--- src/rtl/mem_port_arbiter_if.sv ---
// Bundle of the three requester ports and the SRAM port of mem_port_arbiter.
// The master modport is the requester/memory side, the slave modport is the arbiter.
interface mem_port_arbiter_if #(
  parameter int AW = 12
);
  logic          dm_req;
  logic          dm_we;
  logic [31:0]   dm_addr;
  logic [31:0]   dm_wdata;
  logic [3:0]    dm_be;
  logic          dm_gnt;
  logic          dm_rvalid;
  logic          dm_err;

  logic          im_req;
  logic [31:0]   im_addr;
  logic          im_gnt;
  logic          im_rvalid;
  logic          im_err;

  logic          ext_req;
  logic          ext_we;
  logic [31:0]   ext_addr;
  logic [31:0]   ext_wdata;
  logic [3:0]    ext_be;
  logic          ext_gnt;
  logic          ext_rvalid;
  logic          ext_err;

  logic [31:0]   rdata;

  logic          sram_en;
  logic          sram_we;
  logic [3:0]    sram_be;
  logic [AW-1:0] sram_addr;
  logic [31:0]   sram_wdata;
  logic [31:0]   sram_rdata;

  modport slave (
    input  dm_req, dm_we, dm_addr, dm_wdata, dm_be,
    output dm_gnt, dm_rvalid, dm_err,
    input  im_req, im_addr,
    output im_gnt, im_rvalid, im_err,
    input  ext_req, ext_we, ext_addr, ext_wdata, ext_be,
    output ext_gnt, ext_rvalid, ext_err,
    output rdata,
    output sram_en, sram_we, sram_be, sram_addr, sram_wdata,
    input  sram_rdata
  );

  modport master (
    output dm_req, dm_we, dm_addr, dm_wdata, dm_be,
    input  dm_gnt, dm_rvalid, dm_err,
    output im_req, im_addr,
    input  im_gnt, im_rvalid, im_err,
    output ext_req, ext_we, ext_addr, ext_wdata, ext_be,
    input  ext_gnt, ext_rvalid, ext_err,
    input  rdata,
    input  sram_en, sram_we, sram_be, sram_addr, sram_wdata,
    output sram_rdata
  );
endinterface

--- src/rtl/mem_port_arbiter.sv ---
// Three-way arbiter onto one single-port 32-bit SRAM (data > fetch > loader),
// with a starvation guard that periodically hands the loader top priority.
module mem_port_arbiter #(
  parameter int AW         = 12,
  parameter int STARVE_MAX = 4
) (
  input  logic              clk,
  input  logic              resetb,
  mem_port_arbiter_if.slave bus
);

  typedef enum logic [1:0] {
    PORT_NONE,
    PORT_DM,
    PORT_IM,
    PORT_EXT
  } port_e;

  localparam logic [3:0] STARVE_LIM = 4'(STARVE_MAX);

  port_e       win;
  logic [31:0] sel_addr;
  logic [31:0] sel_wdata;
  logic [3:0]  sel_be;
  logic        sel_we;
  logic        acc_err;
  logic        acc_ok;
  logic        wr_eff;
  logic        forced;

  port_e       resp_port_q, resp_port_d;
  logic        resp_err_q,  resp_err_d;
  logic        resp_rd_q,   resp_rd_d;
  logic [3:0]  starve_cnt_q, starve_cnt_d;

  assign forced = (starve_cnt_q == STARVE_LIM);

  // Winner selection; nothing is granted while reset is asserted.
  always_comb begin
    win = PORT_NONE;
    if (resetb) begin
      if (forced && bus.ext_req) win = PORT_EXT;
      else if (bus.dm_req)       win = PORT_DM;
      else if (bus.im_req)       win = PORT_IM;
      else if (bus.ext_req)      win = PORT_EXT;
    end
  end

  always_comb begin
    sel_addr  = '0;
    sel_wdata = '0;
    sel_be    = '0;
    sel_we    = 1'b0;
    case (win)
      PORT_DM: begin
        sel_addr  = bus.dm_addr;
        sel_wdata = bus.dm_wdata;
        sel_be    = bus.dm_be;
        sel_we    = bus.dm_we;
      end
      PORT_IM: begin
        sel_addr  = bus.im_addr;
      end
      PORT_EXT: begin
        sel_addr  = bus.ext_addr;
        sel_wdata = bus.ext_wdata;
        sel_be    = bus.ext_be;
        sel_we    = bus.ext_we;
      end
      default: ;
    endcase
  end

  // Out-of-range or misaligned accesses still take the slot but never reach the SRAM.
  assign acc_err = (win != PORT_NONE) && ((|sel_addr[31:AW+2]) || (|sel_addr[1:0]));
  assign acc_ok  = (win != PORT_NONE) && !acc_err;
  assign wr_eff  = sel_we && (sel_be != 4'b0000);

  assign bus.dm_gnt  = (win == PORT_DM);
  assign bus.im_gnt  = (win == PORT_IM);
  assign bus.ext_gnt = (win == PORT_EXT);

  assign bus.sram_en    = acc_ok;
  assign bus.sram_we    = acc_ok && wr_eff;
  assign bus.sram_be    = (acc_ok && wr_eff) ? sel_be : 4'b0000;
  assign bus.sram_addr  = acc_ok ? sel_addr[AW+1:2] : '0;
  assign bus.sram_wdata = (acc_ok && wr_eff) ? sel_wdata : '0;

  always_comb begin
    resp_port_d = win;
    resp_err_d  = acc_err;
    resp_rd_d   = acc_ok && !wr_eff;
    starve_cnt_d = '0;
    if (bus.ext_req && (win != PORT_EXT)) begin
      starve_cnt_d = forced ? starve_cnt_q : starve_cnt_q + 4'd1;
    end
  end

  always_ff @(posedge clk or negedge resetb) begin
    if (!resetb) begin
      resp_port_q  <= PORT_NONE;
      resp_err_q   <= 1'b0;
      resp_rd_q    <= 1'b0;
      starve_cnt_q <= '0;
    end else begin
      resp_port_q  <= resp_port_d;
      resp_err_q   <= resp_err_d;
      resp_rd_q    <= resp_rd_d;
      starve_cnt_q <= starve_cnt_d;
    end
  end

  // Read data is only passed through for error-free reads; write acks return zero.
  assign bus.dm_rvalid  = (resp_port_q == PORT_DM);
  assign bus.im_rvalid  = (resp_port_q == PORT_IM);
  assign bus.ext_rvalid = (resp_port_q == PORT_EXT);
  assign bus.dm_err     = bus.dm_rvalid  && resp_err_q;
  assign bus.im_err     = bus.im_rvalid  && resp_err_q;
  assign bus.ext_err    = bus.ext_rvalid && resp_err_q;
  assign bus.rdata      = resp_rd_q ? bus.sram_rdata : '0;

endmodule

--- src/flat_wrapper.sv ---
// flat-port wrapper written by rule: the top's interface ports become plain ports
module mem_port_arbiter_flat 
#(
  parameter int AW         = 12,
  parameter int STARVE_MAX = 4
)
  (clk, resetb, bus_dm_req, bus_dm_we, bus_dm_addr, bus_dm_wdata, bus_dm_be, bus_dm_gnt, bus_dm_rvalid, bus_dm_err, bus_im_req, bus_im_addr, bus_im_gnt, bus_im_rvalid, bus_im_err, bus_ext_req, bus_ext_we, bus_ext_addr, bus_ext_wdata, bus_ext_be, bus_ext_gnt, bus_ext_rvalid, bus_ext_err, bus_rdata, bus_sram_en, bus_sram_we, bus_sram_be, bus_sram_addr, bus_sram_wdata, bus_sram_rdata);
  mem_port_arbiter_if #(.AW(AW)) bus_i ();
  input  logic clk;
  input  logic resetb;
  input wire logic [$bits(bus_i.dm_req)-1:0] bus_dm_req;
  input wire logic [$bits(bus_i.dm_we)-1:0] bus_dm_we;
  input wire logic [$bits(bus_i.dm_addr)-1:0] bus_dm_addr;
  input wire logic [$bits(bus_i.dm_wdata)-1:0] bus_dm_wdata;
  input wire logic [$bits(bus_i.dm_be)-1:0] bus_dm_be;
  output wire logic [$bits(bus_i.dm_gnt)-1:0] bus_dm_gnt;
  output wire logic [$bits(bus_i.dm_rvalid)-1:0] bus_dm_rvalid;
  output wire logic [$bits(bus_i.dm_err)-1:0] bus_dm_err;
  input wire logic [$bits(bus_i.im_req)-1:0] bus_im_req;
  input wire logic [$bits(bus_i.im_addr)-1:0] bus_im_addr;
  output wire logic [$bits(bus_i.im_gnt)-1:0] bus_im_gnt;
  output wire logic [$bits(bus_i.im_rvalid)-1:0] bus_im_rvalid;
  output wire logic [$bits(bus_i.im_err)-1:0] bus_im_err;
  input wire logic [$bits(bus_i.ext_req)-1:0] bus_ext_req;
  input wire logic [$bits(bus_i.ext_we)-1:0] bus_ext_we;
  input wire logic [$bits(bus_i.ext_addr)-1:0] bus_ext_addr;
  input wire logic [$bits(bus_i.ext_wdata)-1:0] bus_ext_wdata;
  input wire logic [$bits(bus_i.ext_be)-1:0] bus_ext_be;
  output wire logic [$bits(bus_i.ext_gnt)-1:0] bus_ext_gnt;
  output wire logic [$bits(bus_i.ext_rvalid)-1:0] bus_ext_rvalid;
  output wire logic [$bits(bus_i.ext_err)-1:0] bus_ext_err;
  output wire logic [$bits(bus_i.rdata)-1:0] bus_rdata;
  output wire logic [$bits(bus_i.sram_en)-1:0] bus_sram_en;
  output wire logic [$bits(bus_i.sram_we)-1:0] bus_sram_we;
  output wire logic [$bits(bus_i.sram_be)-1:0] bus_sram_be;
  output wire logic [$bits(bus_i.sram_addr)-1:0] bus_sram_addr;
  output wire logic [$bits(bus_i.sram_wdata)-1:0] bus_sram_wdata;
  input wire logic [$bits(bus_i.sram_rdata)-1:0] bus_sram_rdata;
  assign bus_i.dm_req = bus_dm_req;
  assign bus_i.dm_we = bus_dm_we;
  assign bus_i.dm_addr = bus_dm_addr;
  assign bus_i.dm_wdata = bus_dm_wdata;
  assign bus_i.dm_be = bus_dm_be;
  assign bus_dm_gnt = bus_i.dm_gnt;
  assign bus_dm_rvalid = bus_i.dm_rvalid;
  assign bus_dm_err = bus_i.dm_err;
  assign bus_i.im_req = bus_im_req;
  assign bus_i.im_addr = bus_im_addr;
  assign bus_im_gnt = bus_i.im_gnt;
  assign bus_im_rvalid = bus_i.im_rvalid;
  assign bus_im_err = bus_i.im_err;
  assign bus_i.ext_req = bus_ext_req;
  assign bus_i.ext_we = bus_ext_we;
  assign bus_i.ext_addr = bus_ext_addr;
  assign bus_i.ext_wdata = bus_ext_wdata;
  assign bus_i.ext_be = bus_ext_be;
  assign bus_ext_gnt = bus_i.ext_gnt;
  assign bus_ext_rvalid = bus_i.ext_rvalid;
  assign bus_ext_err = bus_i.ext_err;
  assign bus_rdata = bus_i.rdata;
  assign bus_sram_en = bus_i.sram_en;
  assign bus_sram_we = bus_i.sram_we;
  assign bus_sram_be = bus_i.sram_be;
  assign bus_sram_addr = bus_i.sram_addr;
  assign bus_sram_wdata = bus_i.sram_wdata;
  assign bus_i.sram_rdata = bus_sram_rdata;
  mem_port_arbiter #(.AW(AW), .STARVE_MAX(STARVE_MAX)) u_core (.clk(clk), .resetb(resetb), .bus(bus_i));
endmodule
--- config.mk ---
export PLATFORM = sky130hd
export DESIGN_NAME = mem_port_arbiter_flat
export DESIGN_NICKNAME = d
export VERILOG_FILES = /design/src/rtl/mem_port_arbiter_if.sv /design/src/rtl/mem_port_arbiter.sv /design/src/flat_wrapper.sv
export SDC_FILE = /design/constraint.sdc
export NUM_CORES = 1
export LEC_CHECK = 0
export BUFFER_PORTS_ARGS = -buffer_cell sky130_fd_sc_hd__buf_4
export CAP_MARGIN = 10
export CORE_AREA = 2 2 116 118
export DETAILED_ROUTE_END_ITERATION = 8
export DIE_AREA = 0 0 118 120
export SYNTH_ARGS = -nofsm -noshare
export SYNTH_HDL_FRONTEND = slang
export SYNTH_SLANG_ARGS = --single-unit
--- constraint.sdc ---
create_clock -name clk -period 2.85 [get_ports clk]
set_clock_uncertainty 0.05 [all_clocks]
set_input_delay 0.285 -clock clk [delete_from_list [all_inputs] [get_ports clk]]
set_output_delay 0.285 -clock clk [all_outputs]
set_load 0.005 [all_outputs]
==> results of run 1 <==
-- per-stage QoR --
step	hold slack, ps	worst slack, ps	std cells	instance area, µm²	utilization, %
after detailed placement	87.1	77.5	752	4400	33.9
after CTS	400	18.2	756	4490	34.6
after global placement	81.8	191	752	4400	33.9
after global routing	412	33.1	757	4510	34.7
final	390	124	757	4510	34.7
after floorplan	-60.6	675	288	1980	-
-- critical path, cell delays in order (launching register included) --
cell      delay [ps]
dfrtp_1          400
inv_1             60
ha_1             200
buf_4            150
nand4b_1         120
nand2_1          130
nor3_4           310
o21ai_2           90
buf_4            210
a211oi_1         280
buf_4            170
-- sequential cells by signal, indices dropped and copies added (netlist names) --
| register | cells |
|---|---|
| u_core.resp_err_q | 1 |
| u_core.starve_cnt_q | 4 |
| u_core.resp_port_q | 2 |
| u_core.resp_rd_q | 1 |
-- cells by family (layout without fill, tap and decap cells) --
family,count (synthesis),in the layout
and+or+nand+nor,162,162
AOI/OAI and AO/OA,77,77
buffers and inverters,26,319
muxes,12,12
DFF,8,8
adders and majority gates,2,2
xor gates and xnor gates,1,1
-- power breakdown --
group          total, W  internal [W]  switching, W
logic          0.000437      0.000261      0.000176
clock network  0.000236      0.000181     0.0000552
registers      0.000131      0.000122    0.00000874
total          0.000804      0.000564      0.000240
-- routing by layer --
metal / up-vias / global-route usage [%] / wire length (µm)
li1: 1597 / - / -
met1: 1443 / 15.3 / 3940
met2: 178 / 26.9 / 5560
met3: 13 / 2.95 / 863
met4: 0 / 3.16 / 156
met5: - / 0 / 0
-- how the worst max path moves through the flow --
| stage | start | endpoint | slack (ps) | depth (start not counted) |
|---|---|---|---|---|
| 6_report | u_core.starve_cnt_q[0]$_DFFE_PN0P_ | bus_sram_addr[1] | 120 | 10 |
| 5_1_grt | u_core.starve_cnt_q[0]$_DFFE_PN0P_ | bus_sram_addr[1] | 30 | 10 |
| 4_1_cts | u_core.starve_cnt_q[0]$_DFFE_PN0P_ | bus_sram_addr[9] | 20 | 9 |
| 3_5_place_dp | u_core.starve_cnt_q[0]$_DFFE_PN0P_ | bus_sram_addr[2] | 80 | 9 |
| 3_3_place_gp | u_core.starve_cnt_q[0]$_DFFE_PN0P_ | bus_sram_addr[1] | 190 | 9 |
| 2_1_floorplan | u_core.starve_cnt_q[0]$_DFFE_PN0P_ | bus_sram_addr[10] | 680 | 8 |
-- timing repair --
action / in CTS / in global routing
hold buffers: 1 / 0
endpoints found under the hold margin: 8 / 0
endpoints found under the setup margin: 12 / 6
setup buffers: 0 / 1
pin swaps: 0 / 1
gates resized for setup: 2 / 2
-- area by class of cell --
cell class	count	area (µm²)
well taps	176	220
inverters	6	22.5
repair buffers	310	2330
clock buffers	3	75.1
fillers	1373	8470
multi-input cells	254	1660
flip-flops and latches	8	200
-- synthesized netlist by cell type (2+ instances only) --
| cell | count | area [µm²] |
|---|---|---|
| nand2_1 | 80 | 300 |
| ha_1 | 2 | 25.0 |
| a22oi_1 | 12 | 90.1 |
| buf_2 | 3 | 15.0 |
| buf_4 | 2 | 15.0 |
| dfrtp_1 | 8 | 200 |
| o41ai_1 | 2 | 17.5 |
| nand3_1 | 6 | 30.0 |
| nor2b_1 | 2 | 12.5 |
| a211oi_1 | 4 | 30.0 |
| a21oi_2 | 29 | 254 |
| clkbuf_1 | 10 | 37.5 |
| nor2_1 | 12 | 45.0 |
| buf_6 | 4 | 45.0 |
| and2_1 | 34 | 213 |
| nor4_1 | 15 | 93.8 |
| a211oi_2 | 8 | 100 |
| a21oi_1 | 13 | 65.1 |
| inv_1 | 6 | 22.5 |
| nor3_1 | 5 | 25.0 |
| mux2_2 | 12 | 135 |
| o21ai_0 | 2 | 10.0 |
==> metrics.md, run 1 <==
| Metric | Value |
|---|---|
| Status | complete, no violations |
| Clock tree buffer depth | 2 |
| Final worst-path cycle share | 95.6% |
| Synth unique cells | 39 |
| Worst Tran Pin Value | 650 ps |
| Drt total wl | 10.5 mm |
| Core area | roughly 13000 µm² |
| Reg2Reg Launch Point | u_core.starve_cnt_q[0]$_DFFE_PN0P_ |
| Post-synthesis xor/xnor area fraction | 0.442% |
| Post-synthesis net count | 497 |
| DRT antenna net count | 0 |
| H-tree levels | 1 |
| Final-report hold violation count | 0 |
| Synth warnings | 0 |
| CTS clk-pin slew, worst paths | 40 ps |
| Die Ht | 120 µm |
| Clock Sink Count | 8 |
| Critical R2R Capture | u_core.starve_cnt_q[1]$_DFFE_PN0P_ |
| Vias in the first global route | 3232 |
| Ys flop type | dfrtp_1 |
| Clk root buf | clkbuf_16 |
| N_diodes | 0 |
| # DRC | 0 |
| Max-slew violation count | 0 |
| F_max | between 300 and 400 MHz |
| Die area | 14200 µm² |
| Total GRT Usage | 13.9% |
| Synth Area per Inst | about 6.9 µm² |
| Pleak | 2.27 nW |
| Commonest non-fill, non-tap cell in the layout | buf_4 |
| Global-route wire length before repair | between 15 and 20 mm |
| Post-synthesis adder-cell area fraction | 1.26% |
| Worst-path fanout max | 14 |
| Crit Path Class | flip-flop to output port |
| Worst VDD drop | 0.144 mV |
| Pin count of the biggest net entering global routing | 38 |
| Synth-to-layout area growth | 127% |
| DR pass1 iterations | 4 |
| Placer Congestion | 0.785 |
| I/O pins | 298 |
| Worst skew pair latency | between 200 and 250 ps |
| Worst endpoint required time | 2520 ps |
| Largest family of logic cells by synthesized area | simple AND/OR/NAND/NOR gates |
| CP arrival | about 2400 ps |
| Slew HR | between 50% and 60% |
| CTS tree | done |
| Setup repair after global routing missed its margin | false |
| Min cycle time layout | 2730 ps |
| Total Power | 0.000804 W |
| Antenna violations before repair | 0 |
| Dpl hpwl | just under 9 mm |
| Nets | 792 |
| Total global routing overflow | 0 |
| Wirelength per Cell | 13.9 µm |
| R2R setup slack | 440 ps |
| Critical path capture point type | output port |
| Via/cell ratio | 4.27 |
| Mux contribution to synthesized area | 6.82% |
| Startpoint types | flip-flop |
| DRT iter0 DRCs | 133 |
| Initial Util | ~15% |
| Max-cap viol count | 0 |
| Final TNS setup | 0 ps |
| Compound-Gate Fraction of Synth Area | 33.0% |
| Post-synthesis async set-or-reset flop share | 100% |
| Post-synth EDFFs | 0 |
| Cell Rows | 42 |
| Cells after synthesis | 288 |
| Die Wd | approximately 120 µm |
| Synth Register Bits | 8 |
| Leading cell types in the layout, fill and taps excluded | 308 x buf_4, 80 x nand2_1, 34 x and2_1 |
| Mapped Area | 1980 µm² |
| Hold WC Path Type | input pin to asynchronous set/reset pin |
| Synth Area in Simple Gates | between 40 and 50% |
| # setup viols final | 0 |
| P per Cell Area | 178 nW/µm² |
| TritonCTS Buffers | 3 |
| Register area share after synthesis | 10.1% |
| R2R cell count | 9 |
| IO Port Bufs | 297 |
| Layout cells sized above 1 | 64.0% |
| Vias | roughly 3200 |
No activity file was read; power rests on OpenSTA's default activity.
==> inputs of run 2 (changes only) <==
--- a/config.mk
+++ b/config.mk
@@ -7,9 +7,9 @@
 export LEC_CHECK = 0
 export BUFFER_PORTS_ARGS = -buffer_cell sky130_fd_sc_hd__buf_4
 export CAP_MARGIN = 10
-export CORE_AREA = 2 2 116 118
+export CORE_AREA = 2 2 114 116
 export DETAILED_ROUTE_END_ITERATION = 8
-export DIE_AREA = 0 0 118 120
+export DIE_AREA = 0 0 116 118
 export SYNTH_ARGS = -nofsm -noshare
 export SYNTH_HDL_FRONTEND = slang
 export SYNTH_SLANG_ARGS = --single-unit
==> constraint.sdc (replaced) <==
create_clock -name clk -period 3.35 [get_ports clk]
set_clock_uncertainty 0.05 [all_clocks]
set_input_delay 0.335 -clock clk [delete_from_list [all_inputs] [get_ports clk]]
set_output_delay 0.335 -clock clk [all_outputs]
set_load 0.005 [all_outputs]
==> run 2 against run 1 <==
  * Sequential cell count stayed put
  * Worst setup slack better by 140 ps
  * Sequential power is 15% lower
  * Non-clock buffer count is 6 lower
  * Global-route usage is 1.7 points higher
  * Sequential share of layout area is 0.052 points higher
  * Cell area is 1.2% lower
  * Via count is 1.6% lower
  * Largest cell class unchanged
  * Critical path depth is 2 lower
  * Clock-buffer cell count stayed put
  * First-iteration DRC count is 42% lower
==> metrics.md, run 2 (synthesis results as in run 1) <==
| Metric | Value |
|---|---|
| Status | complete, no violations (unchanged) |
| Worst path slowest cell | nand3_1 (was dfrtp_1) |
| Inst Count DP | 743 (was 752) |
| Fin util | 35.9% (was 34.7%) |
| Initial Util | 16.0% (was 15.3%) |
| Critical-path cell list | inv_1 -> ha_1 -> nand4b_1 -> nand2_1 -> buf_4 -> nand3_1 -> a211oi_1 -> buf_4 (was inv_1 -> ha_1 -> buf_4 -> nand4b_1 -> nand2_1 -> nor3_4 -> o21ai_2 -> buf_4 -> a211oi_1 -> buf_4) |
| Min cycle time layout | 3090 ps |
| Clk root buf | clkbuf_16 (unchanged) |
| Core area | 12400 µm² (was 13000 µm²) |
| Global-route wire length before repair | 16.9 mm (was 16.1 mm) |
| Critical path capture point type | output port (unchanged) |
| Cell Rows | 41 (was 42) |
| Final std cells w/o fill | 747 (was 757) |
| Die area | 13700 µm² (was 14200 µm²) |
| CP top delay family | simple AND/OR/NAND/NOR gates (was buffers and inverters) |
| Pin count of the biggest net entering global routing | 38 (unchanged) |
| Setup repair after global routing missed its margin | false (unchanged) |
| Fillers | 1322 (was 1373) |
| F_max | ~320 MHz |
| Synth-to-layout area growth | 125% (was 127%) |
| Commonest non-fill, non-tap cell in the layout | buf_4 (unchanged) |
| Final TNS setup | 0 ps (unchanged) |
| DR pass1 iterations | 6 (was 4) |
| CTS tree | done (unchanged) |
| Fin worst setup slack | 260 ps (was 124 ps) |
| Worst Tran Pin Value | 645 ps (was 650 ps) |
| Dpl hpwl | 9.90 mm (was 8.93 mm) |
| Total global routing overflow | 0 (unchanged) |
| H-tree levels | 1 (unchanged) |
| # DRC | 0 (unchanged) |
| Vias | 3178 (was 3231) |
| CTS clk-pin slew, worst paths | 40 ps (about the same) |
| Pleak | 2.24 nW (was 2.27 nW) |
| Clock tree buffer depth | 2 (unchanged) |
| Critical Path Stages | 8 (was 10) |
| Post-place setup slack | 414 ps (was 77.5 ps) |
| P per Cell Area | 152 nW/µm² (was 178 nW/µm²) |
| TritonCTS Buffers | 3 (unchanged) |
| CP arrival | 2700 ps (was 2390 ps) |
| Placer Congestion | 0.804 (was 0.785) |
| Leading cell types in the layout, fill and taps excluded | 302 x buf_4, 80 x nand2_1, 34 x and2_1 (was 308 x buf_4, 80 x nand2_1, 34 x and2_1) |
| Clock Sink Count | 8 (unchanged) |
| Worst VDD drop | 0.110 mV (was 0.144 mV) |
| Total Power | 0.000679 W (was 0.000804 W) |
| Startpoint types | flip-flop (unchanged) |
| Final-report hold violation count | 0 (unchanged) |
| Crit Path Class | flip-flop to output port (unchanged) |
| Worst endpoint required time | 2960 ps (was 2520 ps) |
| Max-cap viol count | 0 (unchanged) |
| Die Wd | 116 µm (was 118 µm) |
| IO Port Bufs | 297 (unchanged) |
| Top flop regs | u_core.starve_cnt_q x4, u_core.resp_port_q x2 (unchanged) |
| Most used cell, CP | buf_4 (unchanged) |
| Largest register FFs | 4 (unchanged) |
| Vias in the first global route | 3282 (was 3232) |
| Biggest register | u_core.starve_cnt_q (unchanged) |
| Post-CTS Setup Repair Bufs | 0 (unchanged) |
| Hold WC Path Type | input pin to asynchronous set/reset pin (unchanged) |
| Worst-path fanout max | 20 (was 14) |
| R2R cell count | 8 (was 9) |
| Nets | 786 (was 792) |
| Wirelength per Cell | 15.2 µm (was 13.9 µm) |
| DRT antenna net count | 0 (unchanged) |
| Drt total wl | 11.4 mm (was 10.5 mm) |
| Layout cells sized above 1 | 63.7% (was 64.0%) |
| Die Ht | 118 µm (was 120 µm) |
| Total GRT Usage | 15.6% (was 13.9%) |
| Critical Path Max Stage Delay | 500 ps (was 400 ps) |
| Final worst-path cycle share | slightly above 90% |
| Via/cell ratio | 4.25 (was 4.27) |
| DRT iter0 DRCs | 77 (was 133) |
| Worst skew pair latency | 230 ps (about the same) |
| Slew HR | 56.9% (was 56.6%) |
| # setup viols final | 0 (unchanged) |
| Antenna violations before repair | 0 (unchanged) |
| Bufs and invs on worst path | 3 (was 4) |
| Max-slew violation count | 0 (unchanged) |
| N_diodes | 0 (unchanged) |
| I/O pins | 298 (unchanged) |
==> run 2: cell count changes in the layout (fill, tap and decap cells not counted) <==
cell and delta:
nor2_4 -1, buf_4 -6, nor3_4 -1, nor2_2 +1
nor3_2 +1, buf_6 -1, buf_12 +1
==> run 2: through the flow <==
step / hold WS [ps] / area [µm²]
finish: 445 / 4460
global placement: 131 / 4370
global route: 471 / 4460
CTS: 447 / 4450
floorplan: -10.6 / 1980
detailed placement: 130 / 4370
==> run 2: path summary, 6_finish.rpt <==
path | from | endpoint | slack, ps
worst max-delay path | u_core.starve_cnt_q[0]$_DFFE_PN0P_ | bus_sram_addr[1] | 260
worst min-delay path | resetb | u_core.starve_cnt_q[2]$_DFFE_PN0P_ | 440
worst max register to register | u_core.starve_cnt_q[0]$_DFFE_PN0P_ | u_core.starve_cnt_q[1]$_DFFE_PN0P_ | 880
worst min register to register | u_core.starve_cnt_q[0]$_DFFE_PN0P_ | u_core.starve_cnt_q[0]$_DFFE_PN0P_ | 560
max in group asynchronous | resetb | u_core.starve_cnt_q[1]$_DFFE_PN0P_ | 2650
min in group clk | bus_ext_req | u_core.starve_cnt_q[0]$_DFFE_PN0P_ | 480
==> run 2: final cells by class <==
class / count / area (µm²) / area share, %
repair buffers: 304 / 2300 / 51.6
multi-input cells: 254 / 1650 / 36.9
well taps: 172 / 215 / 4.83
flip-flops and latches: 8 / 200 / 4.49
clock buffers: 3 / 75.1 / 1.68
inverters: 6 / 22.5 / 0.505
==> run 2: what timing repair did <==
action	CTS	global route
hold buffers	1	0
hold endpoints to repair	8	0
setup endpoints to repair	0	2
resized for setup	0	1
==> run 2: routing by layer <==
layer	vias up	global-route usage, %	wire [µm]
li1	1583	-	-
met1	1393	17.9	4330
met2	188	28.3	5700
met3	14	4.38	1150
met4	0	3.13	179
met5	-	0	0
==> run 2: power by group <==
part | leakage [nW] | total [W] | switching (W) | internal, W
clock network | 0.0370 | 0.000202 | 0.0000480 | 0.000154
logic | 2.10 | 0.000365 | 0.000149 | 0.000216
registers | 0.106 | 0.000112 | 0.00000797 | 0.000104
